### config.mk
export PLATFORM = sky130hd
export DESIGN_NAME = bus_arbiter_flat
export DESIGN_NICKNAME = d
export VERILOG_FILES = /design/src/rtl/bus_arbiter_if.sv /design/src/rtl/bus_arbiter.sv /design/src/flat_wrapper.sv
export SDC_FILE = /design/constraint.sdc
export NUM_CORES = 1
export LEC_CHECK = 0
export BUFFER_PORTS_ARGS = -buffer_cell sky130_fd_sc_hd__clkbuf_2
export CAP_MARGIN = 20
export CELL_PAD_IN_SITES_DETAIL_PLACEMENT = 1
export CELL_PAD_IN_SITES_GLOBAL_PLACEMENT = 2
export CORE_AREA = 2 2 72 74
export DETAILED_ROUTE_END_ITERATION = 8
export DIE_AREA = 0 0 74 76
export MAX_ROUTING_LAYER = met4
export PLACE_DENSITY = 0.72
export SKIP_CTS_REPAIR_TIMING = 1
export SLEW_MARGIN = 10
export SYNTH_ARGS = -nofsm -noshare
export SYNTH_HDL_FRONTEND = slang
export SYNTH_SLANG_ARGS = --single-unit
export TNS_END_PERCENT = 20
### constraint.sdc
create_clock -name clk -period 4.7 [get_ports clk]
set_clock_uncertainty 0.1 [all_clocks]
set_input_delay 0.705 -clock clk [delete_from_list [all_inputs] [get_ports clk]]
set_output_delay 0.705 -clock clk [all_outputs]
set_load 0.01 [all_outputs]
### src/rtl/bus_arbiter_if.sv
// Request, slave-ready and grant/error signals shared by the two masters,
// the three slaves and the bus arbiter.
interface bus_arbiter_if;
    logic       m1_req;
    logic       m2_req;
    logic [1:0] m1_slave_sel;
    logic [1:0] m2_slave_sel;
    logic       s1_slave_ready;
    logic       s2_slave_ready;
    logic       s3_slave_ready;
    logic [1:0] bus_grant;
    logic [1:0] slave_sel;
    logic       m1_grant;
    logic       m2_grant;
    logic       m1_timeout;
    logic       m2_timeout;
    logic       m1_sel_err;
    logic       m2_sel_err;
    logic       busy;

    // Requester/slave side: drives requests and readies, observes grants.
    modport master (
        output m1_req, m2_req, m1_slave_sel, m2_slave_sel,
        output s1_slave_ready, s2_slave_ready, s3_slave_ready,
        input  bus_grant, slave_sel, m1_grant, m2_grant,
        input  m1_timeout, m2_timeout, m1_sel_err, m2_sel_err, busy
    );

    // Arbiter side.
    modport slave (
        input  m1_req, m2_req, m1_slave_sel, m2_slave_sel,
        input  s1_slave_ready, s2_slave_ready, s3_slave_ready,
        output bus_grant, slave_sel, m1_grant, m2_grant,
        output m1_timeout, m2_timeout, m1_sel_err, m2_sel_err, busy
    );
endinterface

### src/rtl/bus_arbiter.sv
// Two-master round-robin bus arbiter with slave-ready timeout, illegal-select
// detection and per-master lockout. All outputs come straight from flops.
module bus_arbiter #(
    parameter int unsigned TIMEOUT_CYCLES = 16
) (
    input  logic         clk,
    input  logic         rst,
    bus_arbiter_if.slave bus
);
    localparam int unsigned CNT_W = 8;
    localparam logic [CNT_W-1:0] CNT_LAST = CNT_W'(TIMEOUT_CYCLES - 1);
    localparam logic [CNT_W-1:0] CNT_MAX  = '1;

    typedef enum logic [1:0] {IDLE, GRANT_M1, GRANT_M2, RELEASE} state_t;

    state_t           state_q, state_d;
    logic [CNT_W-1:0] cnt_q, cnt_d;
    logic [1:0]       lock_q, lock_d;
    logic             last_q, last_d;        // 0 = M1, 1 = M2
    logic             en_q;                  // holds off arbitration on the first edge after reset
    logic [1:0]       bus_grant_q, bus_grant_d;
    logic [1:0]       slave_sel_q, slave_sel_d;
    logic [1:0]       timeout_q, timeout_d;
    logic [1:0]       sel_err_q, sel_err_d;

    logic [1:0] req;
    logic [1:0] elig;
    logic       ready;
    logic       win;
    logic [1:0] win_sel;
    logic       gidx;
    logic       arb;

    assign req  = {bus.m2_req, bus.m1_req};
    assign elig = req & ~lock_q;

    // Ready of the slave latched for the current grant.
    always_comb begin
        ready = 1'b0;
        case (slave_sel_q)
            2'd1:    ready = bus.s1_slave_ready;
            2'd2:    ready = bus.s2_slave_ready;
            2'd3:    ready = bus.s3_slave_ready;
            default: ready = 1'b0;
        endcase
    end

    // Next state, timeout counter, lockout and registered-output next values.
    always_comb begin
        state_d     = state_q;
        cnt_d       = cnt_q;
        lock_d      = lock_q & req;
        last_d      = last_q;
        slave_sel_d = slave_sel_q;
        timeout_d   = 2'b00;
        sel_err_d   = 2'b00;
        bus_grant_d = 2'd0;
        arb         = 1'b0;
        gidx        = (state_q == GRANT_M2);
        win         = (elig == 2'b10) || ((elig == 2'b11) && !last_q);
        win_sel     = win ? bus.m2_slave_sel : bus.m1_slave_sel;

        case (state_q)
            IDLE:    arb = 1'b1;
            RELEASE: begin
                state_d = IDLE;
                arb     = 1'b1;
            end
            GRANT_M1, GRANT_M2: begin
                if (!req[gidx]) begin
                    state_d = RELEASE;
                end else if (!ready && (cnt_q == CNT_LAST)) begin
                    state_d         = RELEASE;
                    timeout_d[gidx] = 1'b1;
                    lock_d[gidx]    = 1'b1;
                end else if (ready) begin
                    cnt_d = '0;
                end else if (cnt_q != CNT_MAX) begin
                    cnt_d = cnt_q + CNT_W'(1);
                end
            end
            default: state_d = IDLE;
        endcase

        if (arb && en_q && (elig != 2'b00)) begin
            if (win_sel == 2'd0) begin
                sel_err_d[win] = 1'b1;
                lock_d[win]    = 1'b1;
                state_d        = IDLE;
            end else begin
                state_d     = win ? GRANT_M2 : GRANT_M1;
                slave_sel_d = win_sel;
                cnt_d       = '0;
                last_d      = win;
            end
        end

        case (state_d)
            GRANT_M1: bus_grant_d = 2'd1;
            GRANT_M2: bus_grant_d = 2'd2;
            default: begin
                bus_grant_d = 2'd0;
                slave_sel_d = 2'd0;
            end
        endcase
    end

    // State and output registers; async reset clears everything mid-transaction.
    always_ff @(posedge clk or negedge rst) begin
        if (!rst) begin
            state_q     <= IDLE;
            cnt_q       <= '0;
            lock_q      <= 2'b00;
            last_q      <= 1'b1;
            en_q        <= 1'b0;
            bus_grant_q <= 2'd0;
            slave_sel_q <= 2'd0;
            timeout_q   <= 2'b00;
            sel_err_q   <= 2'b00;
        end else begin
            state_q     <= state_d;
            cnt_q       <= cnt_d;
            lock_q      <= lock_d;
            last_q      <= last_d;
            en_q        <= 1'b1;
            bus_grant_q <= bus_grant_d;
            slave_sel_q <= slave_sel_d;
            timeout_q   <= timeout_d;
            sel_err_q   <= sel_err_d;
        end
    end

    assign bus.bus_grant  = bus_grant_q;
    assign bus.slave_sel  = slave_sel_q;
    assign bus.m1_grant   = (bus_grant_q == 2'd1);
    assign bus.m2_grant   = (bus_grant_q == 2'd2);
    assign bus.busy       = (bus_grant_q != 2'd0);
    assign bus.m1_timeout = timeout_q[0];
    assign bus.m2_timeout = timeout_q[1];
    assign bus.m1_sel_err = sel_err_q[0];
    assign bus.m2_sel_err = sel_err_q[1];
endmodule

### src/flat_wrapper.sv
// flat-port wrapper written by rule: the top's interface ports become plain ports
module bus_arbiter_flat 
#(
    parameter int unsigned TIMEOUT_CYCLES = 16
)
  (clk, rst, bus_m1_req, bus_m2_req, bus_m1_slave_sel, bus_m2_slave_sel, bus_s1_slave_ready, bus_s2_slave_ready, bus_s3_slave_ready, bus_bus_grant, bus_slave_sel, bus_m1_grant, bus_m2_grant, bus_m1_timeout, bus_m2_timeout, bus_m1_sel_err, bus_m2_sel_err, bus_busy);
  bus_arbiter_if bus_i ();
  input  logic clk;
  input  logic rst;
  input wire logic [$bits(bus_i.m1_req)-1:0] bus_m1_req;
  input wire logic [$bits(bus_i.m2_req)-1:0] bus_m2_req;
  input wire logic [$bits(bus_i.m1_slave_sel)-1:0] bus_m1_slave_sel;
  input wire logic [$bits(bus_i.m2_slave_sel)-1:0] bus_m2_slave_sel;
  input wire logic [$bits(bus_i.s1_slave_ready)-1:0] bus_s1_slave_ready;
  input wire logic [$bits(bus_i.s2_slave_ready)-1:0] bus_s2_slave_ready;
  input wire logic [$bits(bus_i.s3_slave_ready)-1:0] bus_s3_slave_ready;
  output wire logic [$bits(bus_i.bus_grant)-1:0] bus_bus_grant;
  output wire logic [$bits(bus_i.slave_sel)-1:0] bus_slave_sel;
  output wire logic [$bits(bus_i.m1_grant)-1:0] bus_m1_grant;
  output wire logic [$bits(bus_i.m2_grant)-1:0] bus_m2_grant;
  output wire logic [$bits(bus_i.m1_timeout)-1:0] bus_m1_timeout;
  output wire logic [$bits(bus_i.m2_timeout)-1:0] bus_m2_timeout;
  output wire logic [$bits(bus_i.m1_sel_err)-1:0] bus_m1_sel_err;
  output wire logic [$bits(bus_i.m2_sel_err)-1:0] bus_m2_sel_err;
  output wire logic [$bits(bus_i.busy)-1:0] bus_busy;
  assign bus_i.m1_req = bus_m1_req;
  assign bus_i.m2_req = bus_m2_req;
  assign bus_i.m1_slave_sel = bus_m1_slave_sel;
  assign bus_i.m2_slave_sel = bus_m2_slave_sel;
  assign bus_i.s1_slave_ready = bus_s1_slave_ready;
  assign bus_i.s2_slave_ready = bus_s2_slave_ready;
  assign bus_i.s3_slave_ready = bus_s3_slave_ready;
  assign bus_bus_grant = bus_i.bus_grant;
  assign bus_slave_sel = bus_i.slave_sel;
  assign bus_m1_grant = bus_i.m1_grant;
  assign bus_m2_grant = bus_i.m2_grant;
  assign bus_m1_timeout = bus_i.m1_timeout;
  assign bus_m2_timeout = bus_i.m2_timeout;
  assign bus_m1_sel_err = bus_i.m1_sel_err;
  assign bus_m2_sel_err = bus_i.m2_sel_err;
  assign bus_busy = bus_i.busy;
  bus_arbiter #(.TIMEOUT_CYCLES(TIMEOUT_CYCLES)) u_core (.clk(clk), .rst(rst), .bus(bus_i));
endmodule
==> results of run 1 <==
power breakdown:
part           internal (mW)  leakage, nW  switching (mW)  total, mW
Sequential             0.233        0.292          0.0427      0.275
Clock                 0.0605       0.0228          0.0630      0.124
Combinational          0.159        0.367           0.210      0.370
synth_stat cells, drive strengths merged, types with 2 or more instances:
cell / number
a41oi: 2
o311ai: 2
o31ai: 4
a21o: 3
nand3: 8
nand4: 3
o21ai: 5
nor2b: 5
clkbuf: 2
nor4: 2
nand3b: 2
mux2: 2
a221oi: 3
o22ai: 2
and2: 2
dfrtp: 21
buf: 4
nand2b: 4
nor2: 4
inv: 6
o21a: 2
a221o: 2
nand2: 8
a211oi: 6
a21oi: 8
ha: 5
metal layers:
metal / track usage / vias to the layer above / part of all wire
met5: - / - / 0
met4: 0.0455 / 0 / 0.027
met3: 0.0251 / 11 / 0.037
met2: 0.222 / 32 / 0.51
met1: 0.167 / 568 / 0.42
li1: - / 540 / -
cell usage in the layout (no fill, tap or decap), types with 2 or more instances in the layout:
master     n
a211oi_1   3
a211oi_2   2
a21o_1     3
a21oi_1    7
a221o_1    2
a221oi_1   3
a41oi_1    2
clkbuf_2  21
clkbuf_8   3
dfrtp_1   21
ha_1       5
inv_1      6
mux2_2     2
nand2_1    8
nand2b_1   4
nand3_1    8
nand4_1    3
nor2_1     4
nor2b_1    5
o21a_1     2
o21ai_0    2
o21ai_2    3
o22ai_1    2
o311ai_0   2
o31ai_1    4
worst max-delay path, cell delays in order, from the launching register on:
cell and delay [ns]:
dfrtp_1 0.38, inv_1 0.07, ha_1 0.39, nor2b_1 0.18, o21ai_2 0.15, nor3_2 0.80
a221oi_1 0.19, ha_1 0.36, a21oi_1 0.13
sequential cells by signal, indices dropped and copies added (netlist names):
signal	flops
u_core.cnt_q	8
u_core.en_q	1
u_core.sel_err_q	2
u_core.timeout_q	2
u_core.bus.bus_grant	2
u_core.lock_q	2
u_core.last_q	1
u_core.bus.slave_sel	2
u_core.state_q	2
per-stage QoR:
stage	cells	power, mW	util
after global placement	218	0.634	0.313
after floorplan	133	0.569	-
after global routing	222	0.837	0.322
final	222	0.768	0.322
after CTS	222	0.779	0.322
after detailed placement	218	0.654	0.313
final timing paths:
kind	start	to	slack, ns	cells past startpoint
max	u_core.state_q[0]$_DFF_PN0_	u_core.bus.slave_sel[0]$_DFFE_PN0P_	1.87	8
min	rst	u_core.timeout_q[1]$_DFF_PN0_	0.32	1
max reg2reg	u_core.state_q[0]$_DFF_PN0_	u_core.bus.slave_sel[0]$_DFFE_PN0P_	1.87	8
min reg2reg	u_core.lock_q[1]$_DFF_PN0_	u_core.lock_q[1]$_DFF_PN0_	0.44	2
max in group asynchronous	rst	u_core.last_q$_DFFE_PN1P_	3.80	1
min in group clk	u_core.lock_q[1]$_DFF_PN0_	u_core.lock_q[1]$_DFF_PN0_	0.44	2
area by class of cell:
cell class	count	area, um2	area share
multi-input cells	99	771	0.487
flip-flops and latches	22	552	0.349
repair buffers	21	105	0.0664
well taps	70	87.6	0.0553
clock buffers	4	45.0	0.0285
inverters	6	22.5	0.0142
kinds of logic after synthesis:
logic type,Yosys count,share of synthesized area
buffers and inverters,12,0.0562
adders and majority gates,5,0.0446
other,1,0.00268
and+or+nand+nor,45,0.210
AOI/OAI and AO/OA,45,0.270
DFF,22,0.394
muxes,3,0.0232
==> flow_metrics.py, run 1 <==
metrics = {
    "cells_and_area": {
        "nets": 169,
        "stdcell_area_mm2": 0.00158,
        "area_growth_pct": 12.9,
        "n_fill_cell": 572,
        "drive_gt1_frac": 0.283,
        "diodes": 0,
    },
    "route": {
        "dr.pass1.iters": 4,
        "final_antenna_net_count": 0,
        "vias": 1151,
        "drt_iter0_markers": 94,
        "finalWirelength_um": 3480,
        "routed_via_density": 5.18,
        "routedWlPerCell_um": 15.7,
        "drc": 0,
    },
    "clock_network": {
        "insertion_delay_ns": 0.26,
        "htree_levels": 1,
        "clkSinkCount": 22,
        "cts_buffer_depth": 2,
        "root_buffer": "clkbuf_8",
        "cts_buffers": 3,
        "cts_tree": "yes",
        "clk_pin_slew_ns": 0.08,
    },
    "global_routing": {
        "antenna_found_initial": 0,
        "grt_pass1_vias": 1207,
        "overflow": 0,
        "grt_start_max_net_pins": 23,
        "grt_pass1_wl_um": 5840,
        "grt_usage": 0.136,
    },
    "yosys": {
        "syn_nets": 149,
        "ys_seq_area_frac": 0.394,
        "async_flop_share": 1.00,
        "ys.flop_type": "dfrtp_1",
        "yosysTopAreaCell": "dfrtp_1",
        "synth_edf_count": 0,
        "synth_area_leaders": "dfrtp_1, ha_1, nand3_1",
        "syn_avg_cell_area_um2": 10.5,
        "synthCells": 133,
        "synth_top_area_frac": 0.375,
        "synth.distinct_cells": 51,
        "syn_area_mm2": 0.00140,
        "yosysWarningCount": 0,
        "ys_ff_latch": 22,
    },
    "setup_path": {
        "crit_arrival_ns": 2.92,
        "worstSetupPathType": "flop to flop",
        "start_kind": "flop",
        "crit_path_end_kind": "flop",
        "cp.required_ns": 4.79,
        "crit_fanout": 12,
    },
    "place": {
        "placed_area_mm2": 0.00154,
        "place_worst_setup_slack_ns": 1.85,
        "place_congestion": 0.764,
        "portBuffers": 21,
        "place.detailed.hpwl_um": 2670,
    },
    "sta": {
        "setup_viol": 0,
        "holdWs_ns": 0.320,
        "rsz0062_at_grt": "false",
        "slew_violations": 0,
        "finalCriticalPeriod_ns": 2.83,
        "fmax_mhz": 354,
        "final.period_utilization": 0.601,
        "fin_ws_ns": 1.87,
        "setup_tns_ns": 0,
        "tightest_slew_ns": 0.937,
        "finalHoldViolations": 0,
        "timing.slew.headroom": 0.372,
    },
    "job": {
        "drv_cap": 0,
    },
    "die": {
        "die-area_mm2": 0.00562,
        "io_pins": 22,
        "die_w_um": 74,
        "rows": 26,
        "core_mm2": 0.00491,
        "fp.dieH_um": 76,
        "start_util": 0.285,
    },
    "power_and_ir_drop": {
        "p_leak_nw": 0.682,
        "p_per_area_mw_per_mm2": 485,
        "vdd_drop_max_mv": 0.215,
    },
    "hold_path": {
        "hp-class": "input pin to async pin",
    },
    "outcome": {
        "outcome": "completed",
    },
}
Power figures use the tool's default switching activity.
==> inputs of run 2 (changes only) <==
--- a/config.mk
+++ b/config.mk
@@ -13,7 +13,7 @@
 export DETAILED_ROUTE_END_ITERATION = 8
 export DIE_AREA = 0 0 74 76
 export MAX_ROUTING_LAYER = met4
-export PLACE_DENSITY = 0.72
+export PLACE_DENSITY = 0.74
 export SKIP_CTS_REPAIR_TIMING = 1
 export SLEW_MARGIN = 10
 export SYNTH_ARGS = -nofsm -noshare
==> constraint.sdc (replaced) <==
create_clock -name clk -period 2.35 [get_ports clk]
set_clock_uncertainty 0.1 [all_clocks]
set_input_delay 0.3525 -clock clk [delete_from_list [all_inputs] [get_ports clk]]
set_output_delay 0.3525 -clock clk [all_outputs]
set_load 0.01 [all_outputs]
==> run 2 against run 1 <==
The flow now finishes with violations (negative hold slack). Global-route usage increased by 0.68 points. Largest power group unchanged. Sequential power is 99% higher. Register-to-register slack got worse by 1.7 ns. Largest cell class unchanged.
==> flow_metrics.py, run 2 (synthesized netlist as in run 1, its figures left out) <==
metrics = {
    "job": {
        "drv_cap": 0,
    },
    "power_and_ir_drop": {
        "p_leak_nw": 0.715,
        "p_per_area_mw_per_mm2": 983,
        "vdd_drop_max_mv": 0.279,
    },
    "die": {
        "core_mm2": 0.00491,
        "io_pins": 22,
        "fp.dieH_um": 76,
        "rows": 26,
        "start_util": 0.285,
        "die-area_mm2": 0.00562,
        "die_w_um": 74,
    },
    "sta": {
        "fmax_mhz": 454,
        "timing.slew.headroom": 0.611,
        "setup_tns_ns": 0,
        "slew_violations": 0,
        "setup_viol": 0,
        "finalHoldViolations": 21,
        "final.period_utilization": 0.938,
        "tightest_slew_ns": 0.584,
        "rsz0062_at_grt": "false",
        "holdWs_ns": -0.0291,
        "finalCriticalPeriod_ns": 2.20,
    },
    "outcome": {
        "violations": "negative hold slack",
        "outcome": "complete, but fails checks",
    },
    "setup_path": {
        "start_kind": "flop",
        "crit_start": "u_core.state_q[0]$_DFF_PN0_",
        "crit_fanout": 9,
        "critical-path-max-stage-delay_ns": 0.38,
        "slowest_stage": "dfrtp_1",
        "crit_arrival_ns": 2.29,
        "cp_cell_sequence": "inv_1 -> ha_1 -> nor2b_2 -> o21ai_4 -> o21a_1 -> a221o_1 -> ha_1 -> a21oi_1",
        "r2r-start": "u_core.state_q[0]$_DFF_PN0_",
        "cpMostUsedCell": "ha_1",
        "crit_path_end_kind": "flop",
        "worstSetupPathType": "flop to flop",
        "cp.required_ns": 2.44,
    },
    "route": {
        "highest_layer": "met4",
        "met3_length_um": 83,
        "final_antenna_net_count": 0,
        "routed_via_density": 5.12,
        "drt_iter0_markers": 70,
        "vias": 1168,
        "dr.pass1.iters": 4,
        "wl_met2_um": 1890,
        "drc": 0,
        "finalWirelength_um": 3510,
        "routedWlPerCell_um": 15.4,
        "wl_met1_um": 1510,
    },
    "cells_and_area": {
        "largest_register_ffs": 8,
        "regMostFlops": "u_core.cnt_q",
        "area_growth_pct": 16.9,
        "mostFrequentLayoutCells": "clkbuf_2, dfrtp_1, nand2_1, nand3_1, a21oi_1",
        "post-route-util": 0.333,
        "stdcell_area_mm2": 0.00164,
        "drive_gt1_frac": 0.316,
        "diodes": 0,
        "nets": 175,
    },
    "global_routing": {
        "grt_usage": 0.143,
        "grt_pass1_wl_um": 6090,
        "grt_pass1_vias": 1249,
        "antenna_found_initial": 0,
        "overflow": 0,
        "grt_start_max_net_pins": 23,
    },
    "clock_network": {
        "cts_buffers": 3,
        "insertion_delay_ns": 0.26,
        "cts_buffer_depth": 2,
        "clk_pin_slew_ns": 0.08,
        "htree_levels": 1,
        "clkSinkCount": 22,
        "cts_tree": "yes",
        "root_buffer": "clkbuf_8",
    },
    "place": {
        "placed_area_mm2": 0.00158,
        "place.detailed.hpwl_um": 2770,
        "place_congestion": 0.848,
        "portBuffers": 21,
    },
    "hold_path": {
        "hp-class": "input pin to async pin",
    },
}
run 2: cell count changes in the layout (fill, tap and decap cells not counted), sizes merged:
cell	delta
buf	+6
run 2: final cells by class:
cell class	instances	area, um2
clock buffers	4	45.0
repair buffers	27	150
fillers	577	3270
well taps	70	87.6
flip-flops and latches	22	552
inverters	6	22.5
multi-input cells	99	781
run 2: power breakdown:
part           switching, mW  internal [mW]
Clock                  0.126          0.121
Sequential            0.0823          0.465
Combinational          0.450          0.366
run 2: per-layer routing:
| layer | vias to the layer above | GRT usage |
|---|---|---|
| li1 | 556 | - |
| met1 | 592 | 0.175 |
| met2 | 18 | 0.239 |
| met3 | 2 | 0.0198 |
| met4 | 0 | 0.0436 |
| met5 | - | - |
run 2: through the flow:
stage,std cells,power [mW],worst slack (ns)
after floorplan,133,1.14,0.242
after detailed placement,224,1.36,0.148
after global routing,228,1.76,0.00798
after global placement,224,1.31,0.247
after CTS,228,1.62,0.121
final,228,1.61,0.146
run 2: final timing paths:
check	to	slack [ns]	cells after the start
max in group asynchronous	u_core.cnt_q[1]$_DFF_PN0_	1.79	1
worst min register to register	u_core.lock_q[1]$_DFF_PN0_	0.43	2
worst max register to register	u_core.bus.slave_sel[1]$_DFFE_PN0P_	0.15	8
min in group clk	u_core.timeout_q[1]$_DFF_PN0_	0.27	3
worst max-delay path	u_core.bus.slave_sel[1]$_DFFE_PN0P_	0.15	8
worst min-delay path	u_core.cnt_q[5]$_DFF_PN0_	-0.03	1
run 2: worst max-delay path: cells and delay by family (launching register included):
kind                     cells  cell delay, ns
buffers and inverters        1            0.08
AND/OR/NAND/NOR              1            0.16
AO/OA/AOI/OAI                4            0.77
adder cells (fa/ha/maj)      2            0.64
flip-flops                   1            0.38
==> inputs of run 3 (changes only) <==
--- a/config.mk
+++ b/config.mk
@@ -14,6 +14,7 @@
 export DIE_AREA = 0 0 74 76
 export MAX_ROUTING_LAYER = met4
 export PLACE_DENSITY = 0.74
+export SETUP_SLACK_MARGIN = 0.15
 export SKIP_CTS_REPAIR_TIMING = 1
 export SLEW_MARGIN = 10
 export SYNTH_ARGS = -nofsm -noshare
==> run 3 against run 2 <==
The run still ends with negative hold slack left. Utilization rose by 1.3 points. Combinational power is 14% higher. Global-route usage stayed put. Non-clock buffer count rose by 6. Die area unchanged. Hold slack improved by 0.0018 ns. Worst setup slack gained 0.036 ns. Wire length grew 3.3%. Largest power group unchanged. Highest routed layer unchanged.
==> flow_metrics.py, run 3 (synthesized netlist as in run 1, its figures left out) <==
metrics = {
    "route": {
        "routedWlPerCell_um": 15.5,
        "drc": 0,
        "vias": 1193,
        "routed_via_density": 5.10,
        "final_antenna_net_count": 0,
        "drt_iter0_markers": 63,
        "finalWirelength_um": 3630,
        "dr.pass1.iters": 4,
    },
    "cells_and_area": {
        "drive_gt1_frac": 0.354,
        "regMostFlops": "u_core.cnt_q",
        "diodes": 0,
        "multi_input_area_um2": 800,
        "final_common_cell": "clkbuf_2",
        "instances_no_fill": 234,
        "register_area_um2": 553,
        "n_fill_cell": 573,
        "largest_register_ffs": 8,
        "mostFrequentLayoutCells": "clkbuf_2, dfrtp_1, buf_4",
        "nets": 181,
        "area_growth_pct": 21.5,
        "post-route-util": 0.347,
    },
    "clock_network": {
        "clk_pin_slew_ns": 0.08,
        "htree_levels": 1,
        "clkSinkCount": 22,
        "insertion_delay_ns": 0.26,
        "cts_buffers": 3,
        "cts_buffer_depth": 2,
        "root_buffer": "clkbuf_8",
        "cts_tree": "yes",
    },
    "sta": {
        "tightest_slew_ns": 0.587,
        "setup_viol": 0,
        "rsz0062_at_grt": "true",
        "timing.slew.headroom": 0.609,
        "setup_tns_ns": 0,
        "fin_ws_ns": 0.182,
        "finalHoldViolations": 21,
        "final.period_utilization": 0.923,
        "finalCriticalPeriod_ns": 2.17,
        "holdWs_ns": -0.0273,
        "slew_violations": 0,
        "fmax_mhz": 461,
    },
    "outcome": {
        "outcome": "complete, but fails checks",
        "violations": "negative hold slack",
    },
    "power_and_ir_drop": {
        "p_leak_nw": 0.749,
        "p_per_area_mw_per_mm2": 1010,
        "vdd_drop_max_mv": 0.306,
    },
    "setup_path": {
        "crit_path_end_kind": "flop",
        "cp.required_ns": 2.44,
        "crit_arrival_ns": 2.26,
        "cp_cell_sequence": "inv_1 -> ha_1 -> nor2b_2 -> o21ai_4 -> o21a_1 -> a221o_1 -> ha_1 -> a21oi_1",
        "slowest_stage": "dfrtp_1",
        "worstSetupPathType": "flop to flop",
        "critical-path-max-stage-delay_ns": 0.39,
        "start_kind": "flop",
        "ff2ff_path_depth": 8,
        "cpMostUsedCell": "ha_1",
        "crit_fanout": 5,
    },
    "global_routing": {
        "grt_start_max_net_pins": 23,
        "antenna_found_initial": 0,
        "grt_pass1_wl_um": 6090,
        "grt_pass1_vias": 1249,
        "overflow": 0,
        "grt_usage": 0.143,
    },
    "die": {
        "core_mm2": 0.00491,
        "io_pins": 22,
        "rows": 26,
        "start_util": 0.285,
        "fp.dieH_um": 76,
        "die-area_mm2": 0.00562,
        "die_w_um": 74,
    },
    "job": {
        "drv_cap": 0,
    },
    "hold_path": {
        "hp-class": "input pin to async pin",
    },
    "place": {
        "portBuffers": 21,
        "dp_cells": 224,
        "place_worst_setup_slack_ns": 0.148,
        "place.detailed.hpwl_um": 2770,
        "place_congestion": 0.848,
    },
}
run 3: area by class of cell:
type / instances / share of cell area
multi-input cells: 99 / 0.470
clock buffers: 4 / 0.0265
repair buffers: 33 / 0.115
well taps: 70 / 0.0514
flip-flops and latches: 22 / 0.325
inverters: 6 / 0.0132
run 3: final timing paths:
check | endpoint | slack [ns] | startpoint
worst max-delay path | u_core.bus.slave_sel[1]$_DFFE_PN0P_ | 0.18 | u_core.state_q[0]$_DFF_PN0_
worst min-delay path | u_core.cnt_q[5]$_DFF_PN0_ | -0.03 | rst
worst max register to register | u_core.bus.slave_sel[1]$_DFFE_PN0P_ | 0.18 | u_core.state_q[0]$_DFF_PN0_
worst min register to register | u_core.lock_q[1]$_DFF_PN0_ | 0.43 | u_core.lock_q[1]$_DFF_PN0_
max in group asynchronous | u_core.cnt_q[0]$_DFF_PN0_ | 1.75 | rst
min in group clk | u_core.timeout_q[1]$_DFF_PN0_ | 0.27 | bus_m2_req
run 3: layer usage:
layer | global-route usage | vias up | wire [um] | share of wire
met5 | - | - | 0 | 0
met4 | 0.0436 | 0 | 22 | 0.0061
met3 | 0.0198 | 2 | 61 | 0.017
met2 | 0.239 | 10 | 1930 | 0.53
met1 | 0.175 | 613 | 1620 | 0.45
li1 | - | 568 | - | -
run 3: critical path, delay by kind of cell, from the launching register on:
kind | cells | cell delay [ns]
compound gates | 4 | 0.72
buf+inv | 1 | 0.08
fa+ha+maj | 2 | 0.64
flops | 1 | 0.39
simple gates | 1 | 0.16
run 3: where the power goes:
group	internal, mW	leakage [nW]	switching, mW
Sequential	0.467	0.291	0.0841
Clock	0.121	0.0228	0.126
Combinational	0.446	0.435	0.482
Total	1.03	0.749	0.693
run 3: per-stage QoR:
stage | total power [mW] | hold WS, ns | instance area, um2
floorplan | 1.14 | -0.0431 | 1400
global placement | 1.31 | 0.275 | 1580
detailed placement | 1.36 | 0.289 | 1580
CTS | 1.62 | -0.00897 | 1630
global route | 1.87 | 0.0113 | 1700
finish | 1.73 | -0.0273 | 1700
